File: src/rtl/traffic_pkg.sv
`default_nettype none
// +----------------------------------------------------------------------------+
// | traffic_pkg : shared phase encodings, segment constants and BCD helper     |
// | Revision    : 1.0                                                          |
// +----------------------------------------------------------------------------+
package traffic_pkg;

  typedef enum logic [1:0] {
    PH_OFF   = 2'd0,
    PH_RED   = 2'd1,
    PH_GREEN = 2'd2,
    PH_FAULT = 2'd3
  } phase_e;

  localparam logic [6:0] SEG_BLANK = 7'h7F;
  localparam logic [6:0] SEG_DASH  = 7'h3F;

  // Active-low {g,f,e,d,c,b,a}; element [n] is the glyph for digit n (0..F).
  localparam logic [15:0][6:0] SEG_TABLE = {
    7'h0E, 7'h06, 7'h21, 7'h46, 7'h03, 7'h08, 7'h10, 7'h00,
    7'h78, 7'h02, 7'h12, 7'h19, 7'h30, 7'h24, 7'h79, 7'h40
  };

  function automatic logic [7:0] to_bcd8(input int value);
    int v;
    v = (value < 0) ? 0 : ((value > 99) ? 99 : value);
    return {4'(v / 10), 4'(v % 10)};
  endfunction

  // {G,R} lines up directly with the phase encoding: R alone=RED, G alone=GREEN.
  function automatic phase_e decode_phase(input logic r, input logic g);
    return phase_e'({g, r});
  endfunction

endpackage
`default_nettype wire

File: src/rtl/traffic_countdown_display_seg7.sv
`default_nettype none
// +----------------------------------------------------------------------------+
// | seg7_decode : 4-bit digit plus blank control to active-low 7-seg pattern   |
// | Revision    : 1.0                                                          |
// +----------------------------------------------------------------------------+
module seg7_decode
  import traffic_pkg::*;
(
  input  logic [3:0] digit_i,
  input  logic       blank_i,
  output logic [6:0] seg_o
);

  always_comb begin
    seg_o = SEG_TABLE[digit_i];
    if (blank_i) begin
      seg_o = SEG_BLANK;
    end
  end

endmodule
`default_nettype wire

File: src/rtl/traffic_countdown_display.sv
`default_nettype none
// +----------------------------------------------------------------------------+
// | traffic_countdown_display : tracks controller phase from R/G lamps and     |
// | drives a 2-digit multiplexed 7-seg countdown of seconds left in the phase  |
// | Revision : 1.0                                                             |
// +----------------------------------------------------------------------------+
module traffic_countdown_display
  import traffic_pkg::*;
#(
  parameter int TICK_DIV   = 100_000_000,
  parameter int SCAN_DIV   = 100_000,
  parameter int RED_SECS   = 30,
  parameter int GREEN_SECS = 25
) (
  input  logic       clk,
  input  logic       reset,
  input  logic       R,
  input  logic       G,
  output logic [6:0] seg,
  output logic [1:0] an,
  output logic [1:0] phase,
  output logic [7:0] remaining,
  output logic       fault,
  output logic       fault_seen
);

  localparam int TICK_W = $clog2(TICK_DIV);
  localparam int SCAN_W = $clog2(SCAN_DIV);
  localparam logic [TICK_W-1:0] TICK_LAST = TICK_W'(TICK_DIV - 1);
  localparam logic [SCAN_W-1:0] SCAN_LAST = SCAN_W'(SCAN_DIV - 1);
  localparam logic [7:0] RED_BCD   = to_bcd8(RED_SECS);
  localparam logic [7:0] GREEN_BCD = to_bcd8(GREEN_SECS);

  phase_e            phase_q, phase_d;
  logic [7:0]        rem_q, rem_d;
  logic [TICK_W-1:0] tick_q, tick_d;
  logic [SCAN_W-1:0] scan_q, scan_d;
  logic              sel_q, sel_d;
  logic [6:0]        seg_q, seg_d;
  logic [1:0]        an_q, an_d;
  logic              fault_seen_q, fault_seen_d;

  phase_e     ph_in;
  logic       ph_change;
  logic       tick_wrap;
  logic       scan_wrap;
  logic [3:0] dec_digit;
  logic       dec_blank;
  logic [6:0] dec_seg;

  assign ph_in     = decode_phase(R, G);
  assign ph_change = (ph_in != phase_q);
  assign tick_wrap = (tick_q == TICK_LAST);
  assign scan_wrap = (scan_q == SCAN_LAST);

  // sel_q=0 selects units, 1 selects tens; tens gets leading-zero blanking.
  assign dec_digit = sel_q ? rem_q[7:4] : rem_q[3:0];
  assign dec_blank = (phase_q == PH_OFF) || (sel_q && (rem_q[7:4] == 4'd0));

  seg7_decode u_seg7 (
    .digit_i (dec_digit),
    .blank_i (dec_blank),
    .seg_o   (dec_seg)
  );

  always_comb begin
    phase_d      = phase_q;
    rem_d        = rem_q;
    tick_d       = tick_wrap ? '0 : tick_q + TICK_W'(1);
    scan_d       = scan_wrap ? '0 : scan_q + SCAN_W'(1);
    sel_d        = sel_q ^ scan_wrap;
    fault_seen_d = fault_seen_q | (ph_in == PH_FAULT);
    an_d         = sel_q ? 2'b01 : 2'b10;
    seg_d        = (phase_q == PH_FAULT) ? SEG_DASH : dec_seg;

    // A phase load wins over a coincident tick and restarts the second.
    if (ph_change) begin
      phase_d = ph_in;
      tick_d  = '0;
      case (ph_in)
        PH_RED:   rem_d = RED_BCD;
        PH_GREEN: rem_d = GREEN_BCD;
        default:  rem_d = 8'h00;
      endcase
    end else if (tick_wrap && (rem_q != 8'h00)) begin
      if (rem_q[3:0] == 4'd0) begin
        rem_d = {rem_q[7:4] - 4'd1, 4'd9};
      end else begin
        rem_d = {rem_q[7:4], rem_q[3:0] - 4'd1};
      end
    end
  end

  always_ff @(posedge clk or posedge reset) begin
    if (reset) begin
      phase_q      <= PH_OFF;
      rem_q        <= 8'h00;
      tick_q       <= '0;
      scan_q       <= '0;
      sel_q        <= 1'b0;
      seg_q        <= SEG_BLANK;
      an_q         <= 2'b11;
      fault_seen_q <= 1'b0;
    end else begin
      phase_q      <= phase_d;
      rem_q        <= rem_d;
      tick_q       <= tick_d;
      scan_q       <= scan_d;
      sel_q        <= sel_d;
      seg_q        <= seg_d;
      an_q         <= an_d;
      fault_seen_q <= fault_seen_d;
    end
  end

  assign seg        = seg_q;
  assign an         = an_q;
  assign phase      = phase_q;
  assign remaining  = rem_q;
  assign fault      = (phase_q == PH_FAULT);
  assign fault_seen = fault_seen_q;

endmodule
`default_nettype wire

File: config.mk
export PLATFORM = sky130hd
export DESIGN_NAME = traffic_countdown_display
export DESIGN_NICKNAME = d
export VERILOG_FILES = /design/src/rtl/traffic_pkg.sv /design/src/rtl/traffic_countdown_display_seg7.sv /design/src/rtl/traffic_countdown_display.sv
export SDC_FILE = /design/constraint.sdc
export NUM_CORES = 1
export LEC_CHECK = 0
export ABC_AREA = 1
export ABC_CLOCK_PERIOD_IN_PS = 3100
export CAP_MARGIN = 10
export CELL_PAD_IN_SITES_DETAIL_PLACEMENT = 1
export CELL_PAD_IN_SITES_GLOBAL_PLACEMENT = 2
export CORE_MARGIN = 2
export CORE_UTILIZATION = 35
export DETAILED_ROUTE_END_ITERATION = 10
export MAX_ROUTING_LAYER = met4
export PLACE_DENSITY_LB_ADDON = 0.1
export SLEW_MARGIN = 15
export SYNTH_ARGS = -nofsm -noshare
export SYNTH_HDL_FRONTEND = slang
export SYNTH_HIERARCHICAL = 1
export SYNTH_SLANG_ARGS = --single-unit
File: constraint.sdc
create_clock -name clk -period 3.1 [get_ports clk]
set_clock_uncertainty 0.2 [all_clocks]
set_input_delay 0.31 -clock clk [delete_from_list [all_inputs] [get_ports clk]]
set_output_delay 0.31 -clock clk [all_outputs]
set_load 0.02 [all_outputs]
==> results of run 1 <==
flip-flops by register name, summed over array words and instances, names as in the netlist:
| name | cells |
|---|---|
| an | 2 |
| fault_seen | 1 |
| phase | 2 |
| remaining | 8 |
| scan_q | 17 |
| seg | 7 |
| sel_q | 1 |
| tick_q | 27 |
cell families after synthesis:
kind of cell	share of synthesized area, %
buffers and inverters	9.18
adder cells (fa/ha/maj)	4.90
XOR/XNOR	3.89
AO/OA/AOI/OAI	4.77
flip-flops	42.8
AND/OR/NAND/NOR	34.5
cells in the final DEF, fill, tap and decap left out, drive strengths merged, types with 2 or more instances in the layout:
cell type / Yosys / final
nand2: 119 / 119
nor2: 80 / 80
inv: 75 / 75
dfrtp: 56 / 56
nand3: 38 / 38
nor3: 26 / 26
clkdlybuf4s50: 0 / 24
o21ai: 17 / 17
ha: 15 / 15
xor2: 14 / 14
nand4: 11 / 11
clkbuf: 3 / 10
dfstp: 9 / 9
or2: 9 / 9
a21oi: 8 / 8
nor3b: 4 / 4
clkinv: 0 / 4
xnor2: 3 / 3
buf: 5 / 3
o22ai: 2 / 2
per-stage QoR:
step / worst slack (ns) / total power [mW] / utilization, % / area [sq um]
after floorplan: 0.889 / 1.37 / - / 3830
after global placement: 0.555 / 1.56 / 39.2 / 4210
after detailed placement: 0.536 / 1.57 / 39.2 / 4210
after CTS: 0.522 / 2.33 / 41.0 / 4410
after global routing: 0.293 / 2.43 / 41.0 / 4410
final: 0.542 / 2.28 / 41.0 / 4410
per-layer routing:
layer  up-vias  GRT usage, %  share of wire (%)
li1       1631             -                  -
met1      1560          23.0                 48
met2        30          30.2                 48
met3         8          3.25                2.1
met4         0          5.77                1.3
met5         -             -                  0
worst max-delay path, stage by stage, from the launching register on:
cell and delay (ns):
dfrtp_1 0.51, o21ai_0 0.63, inv_1 0.25, ha_1 0.28, inv_1 0.10, nand2_1 0.08, nand3_1 0.08, nand3_1 0.07
or2_2 0.30
final timing paths:
check / start / endpoint / slack [ns] / cells after the start
max in group asynchronous: reset / an[1]$_DFF_PP1_ / 1.80 / 3
max reg2reg: sel_q$_DFF_PP0_ / seg[0]$_DFF_PP1_ / 0.54 / 8
min: reset / scan_q[14]$_DFF_PP0_ / 0.17 / 2
max: sel_q$_DFF_PP0_ / seg[0]$_DFF_PP1_ / 0.54 / 8
min in group clk: scan_q[0]$_DFF_PP0_ / scan_q[0]$_DFF_PP0_ / 0.27 / 1
min reg2reg: scan_q[0]$_DFF_PP0_ / scan_q[0]$_DFF_PP0_ / 0.27 / 1
power by group:
group          leakage [nW]  internal [mW]  switching (mW)
clock                 0.102          0.388           0.354
combinational          1.06          0.232           0.355
sequential            0.845          0.917          0.0373
total                  2.00           1.54           0.746
area by class of cell:
type | instances | area [sq um] | area share (%)
sequential | 65 | 1640 | 37.1
clock inverter | 6 | 57.6 | 1.31
tap | 140 | 175 | 3.97
multi-input combinational | 349 | 1840 | 41.7
inverter | 75 | 287 | 6.50
clock buffer | 10 | 138 | 3.12
timing repair buffer | 27 | 275 | 6.24
==> run summary, run 1 <==
Final hold violations - 0
Die area - 11800 sq um
Clk Tree Root Cell - clkbuf_8
DRC - 0
Gr usage total - 18.3%
Slew headroom - 52.5%
Most frequent cell after synthesis - nand2_1
Cell row count - 38
Final #Nets - 546
Remaining global-route overflow - 0
I/O pin count - 25
Post-Syn Nets - 516
Synth cell types - 37
Leakage power - 2.00 nW
Setup CP Type - reg -> reg
Endpoints failing setup - 0
Worst slew pin tran - 0.705 ns
Tcrit/Tclk final - 82.5%
Synthesis-to-layout area growth - 15.2%
Share of the synthesized area in the top cell type - 36.6%
Clock Tree Buf Depth - 2
Largest net degree at the start of global routing - 40
Status - finished clean
Hold_buf cts - 0
YS warnings - 6
DIE HEIGHT - 109 microns
# fillers - 1361
Share of layout cells above drive strength 1 - 12.0%
Gpl congestion - 0.797
Initial core utilization - 35.6%
Req. time, crit path - 3.18 ns
Synth top cells by count - nand2_1 (110), nor2_1 (74), inv_1 (73), dfrtp_1 (56), nand3_1 (35)
Clk_lat worst skew - 0.35 ns
Final WL - 9320 microns
Global-route wire length before repair - 16300 microns
DR iter-0 viols - 108
Area contributors post-synth - dfrtp_1 (37%), nand2_1 (11%), nor2_1 (7.3%)
CTS Sinks - 65
Sequential-to-total area share from yosys stat - 42.8%
First-pass DRT Iterations - 4
EDFF count, synth - 0
Die width - 109 microns
Num CTS Buffers - 9
Ys async rst share - 100%
VDD IR max - 0.000226 V
Clock slew at the register clock pins of the worst setup and hold paths - 0.08 ns
Post-CTS setup buffer count - 0
Hold Crit Class - in -> async
Ant diodes - 0
Syn_area_per_cell - 7.70 sq um
HPWL Detailed - 7000 microns
Slew Limit Fails - 0
Fmax achieved - 391 MHz
RSZ-0062 raised after global routing - false
CP arrival - 2.63 ns
CTS tree - built
MaxCap Viol Count - 0
Commonest register cell after synthesis - dfrtp_1
Vias/cell - 4.81
Post-synth top area cell - dfrtp_1
Tmin final - 2.56 ns
Final ANT Viol Nets - 0
Setup TNS - 0 ns
CP endpoint kind - register
Post-synthesis cell count - 497
Critical Path Fanout Max - 11
Crit path launch type - register
Vias in the first global route - 3374
Power density over cell area - 518 nW/um^2
Placed instance count - 656
Antenna violations before repair - 0
DR vias - 3229
Mean routed wirelength per cell - 13.9 microns
Worst hold slack - 0.171 ns
Post-cts gate resize count - 0
Seq cells post-synth - 65
Netlist area before placement - 3830 sq um
I/O Buffers - 24
Post-route insts no fill - 672
Core Area - 10700 sq um
H-tree depth - 3
Power figures use the tool's default switching activity.
==> run 2: changes to the inputs <==
Settings changed: ABC_CLOCK_PERIOD_IN_PS 3100 to 2200, CORE_UTILIZATION 35 to 32.
Clock period 3.1 ns to 2.2 ns, I/O delays scaled along.
==> run 2 against run 1 <==
Global-route usage shrank 0.65 points. First-iteration DRC count grew 19%. Worst setup slack lost 0.33 ns. Non-clock buffer count grew 5. Cell count grew 1.2%. Cell area grew 3.6%. Via count shrank 0.22%. Largest cell class unchanged. Largest power group is now clock.
==> run summary, run 2 (synthesized netlist as in run 1, its figures left out) <==
Status - finished clean
Ant diodes - 0
HPWL Detailed - 7400 microns
Slew headroom - 69.4%
Most flop-heavy register - tick_q
Global-route wire length before repair - 17000 microns
Design Power - 3.66 mW
VDD IR max - 0.000352 V
Die width - 113 microns
Tmin final - 1.98 ns
Mean routed wirelength per cell - 14.7 microns
Synthesis-to-layout area growth - 19.3%
Power density over cell area - 802 nW/um^2
Clock slew at the register clock pins of the worst setup and hold paths - 0.06 ns
Req. time, crit path - 1.78 ns
DRC - 0
H-tree depth - 3
Clk_lat worst skew - 0.35 ns
I/O Buffers - 24
Final #Nets - 551
MaxCap Viol Count - 0
Hold_buf cts - 0
Combined area of the multi-input logic cells - 1840 sq um
DIE HEIGHT - 113 microns
DR iter-0 viols - 129
Reg area - 1640 sq um
Clock Tree Buf Depth - 2
Leakage power - 2.09 nW
Vias/cell - 4.74
Core Area - 11600 sq um
Gpl congestion - 0.770
Critical Path Fanout Max - 4
Worst slew pin tran - 0.457 ns
Slew Limit Fails - 0
Num CTS Buffers - 9
Final ANT Viol Nets - 0
Endpoints failing setup - 0
Antenna violations before repair - 0
Tcrit/Tclk final - 90.2%
DR vias - 3222
Hold Crit Class - in -> async
Crit path launch type - register
Initial core utilization - 33.1%
# fillers - 1429
Final WL - 9960 microns
Largest net degree at the start of global routing - 66
Gr usage total - 17.7%
Vias in the first global route - 3391
Remaining global-route overflow - 0
Final hold violations - 0
Fmax achieved - 504 MHz
Final worst slack - 0.216 ns
Die area - 12900 sq um
Place WS - 0.0789 ns
Setup TNS - 0 ns
Most frequent cells in the layout - nand2_1 (110), nor2_1 (74), inv_1 (72), dfrtp_1 (55), nand3_1 (35)
Cell row count - 39
First-pass DRT Iterations - 4
CP arrival - 1.56 ns
RSZ-0062 raised after global routing - false
I/O pin count - 25
Most common cell after layout, fill and taps aside - nand2_1
CTS tree - built
Clk Tree Root Cell - clkbuf_16
Max FFs per register - 27
Share of layout cells above drive strength 1 - 13.0%
Setup CP Type - reg -> out
CP endpoint kind - primary output
CTS Sinks - 65
## run 2: area by class of cell
type                            count  share of cell area (%)
Multi-Input combinational cell    349                    40.3
Inverter                           75                    6.27
Clock buffer                        9                    4.93
Clock inverter                      7                    1.53
Tap cell                          143                    3.92
Timing Repair Buffer               32                    7.18
Sequential cell                    65                    35.9
## run 2: final timing paths
| kind | start | to | slack [ns] | cells past startpoint |
|---|---|---|---|---|
| setup / recovery | phase[1]$_DFFE_PP0N_ | phase[1] | 0.22 | 2 |
| hold / removal | reset | scan_q[5]$_DFF_PP0_ | 0.08 | 3 |
| setup reg to reg | sel_q$_DFF_PP0_ | seg[3]$_DFF_PP1_ | 0.22 | 8 |
| hold reg to reg | tick_q[0]$_DFF_PP0_ | tick_q[0]$_DFF_PP0_ | 0.27 | 1 |
| max in group asynchronous | reset | an[1]$_DFF_PP1_ | 1.39 | 3 |
| min in group clk | tick_q[0]$_DFF_PP0_ | tick_q[0]$_DFF_PP0_ | 0.27 | 1 |
## run 2: routing by layer
layer  routed length, microns  GRT usage, %  vias up
met3                      237          3.83       11
met2                     4680          28.2       35
met5                        0             -        -
met4                      199          7.32        0
li1                         -             -     1631
met1                     4850          21.9     1545
## run 2: report_power, final
part	leakage (nW)	internal (mW)	switching, mW	total (mW)
clock	0.146	0.876	0.574	1.45
combinational	1.10	0.344	0.514	0.858
sequential	0.844	1.29	0.0597	1.35
## run 2: through the flow
step	utilization [%]	hold WS, ns	cells	cell area (sq um)
finish	39.5	0.0781	680	4570
global route	39.5	0.123	680	4570
CTS	39.5	0.102	680	4560
detailed placement	36.9	0.258	664	4270
global placement	36.9	0.253	664	4270
floorplan	-	0.118	497	3830
## run 2: worst max-delay path, stage by stage, from the launching register on
cell and delay (ns):
dfrtp_1 0.44, buf_4 0.17, clkdlybuf4s50_1 0.60
## run 2: timing repair
item	4_1_cts	5_1_grt
gates resized for setup	0	3
setup buffers	0	0
endpoints found under the setup margin	0	5
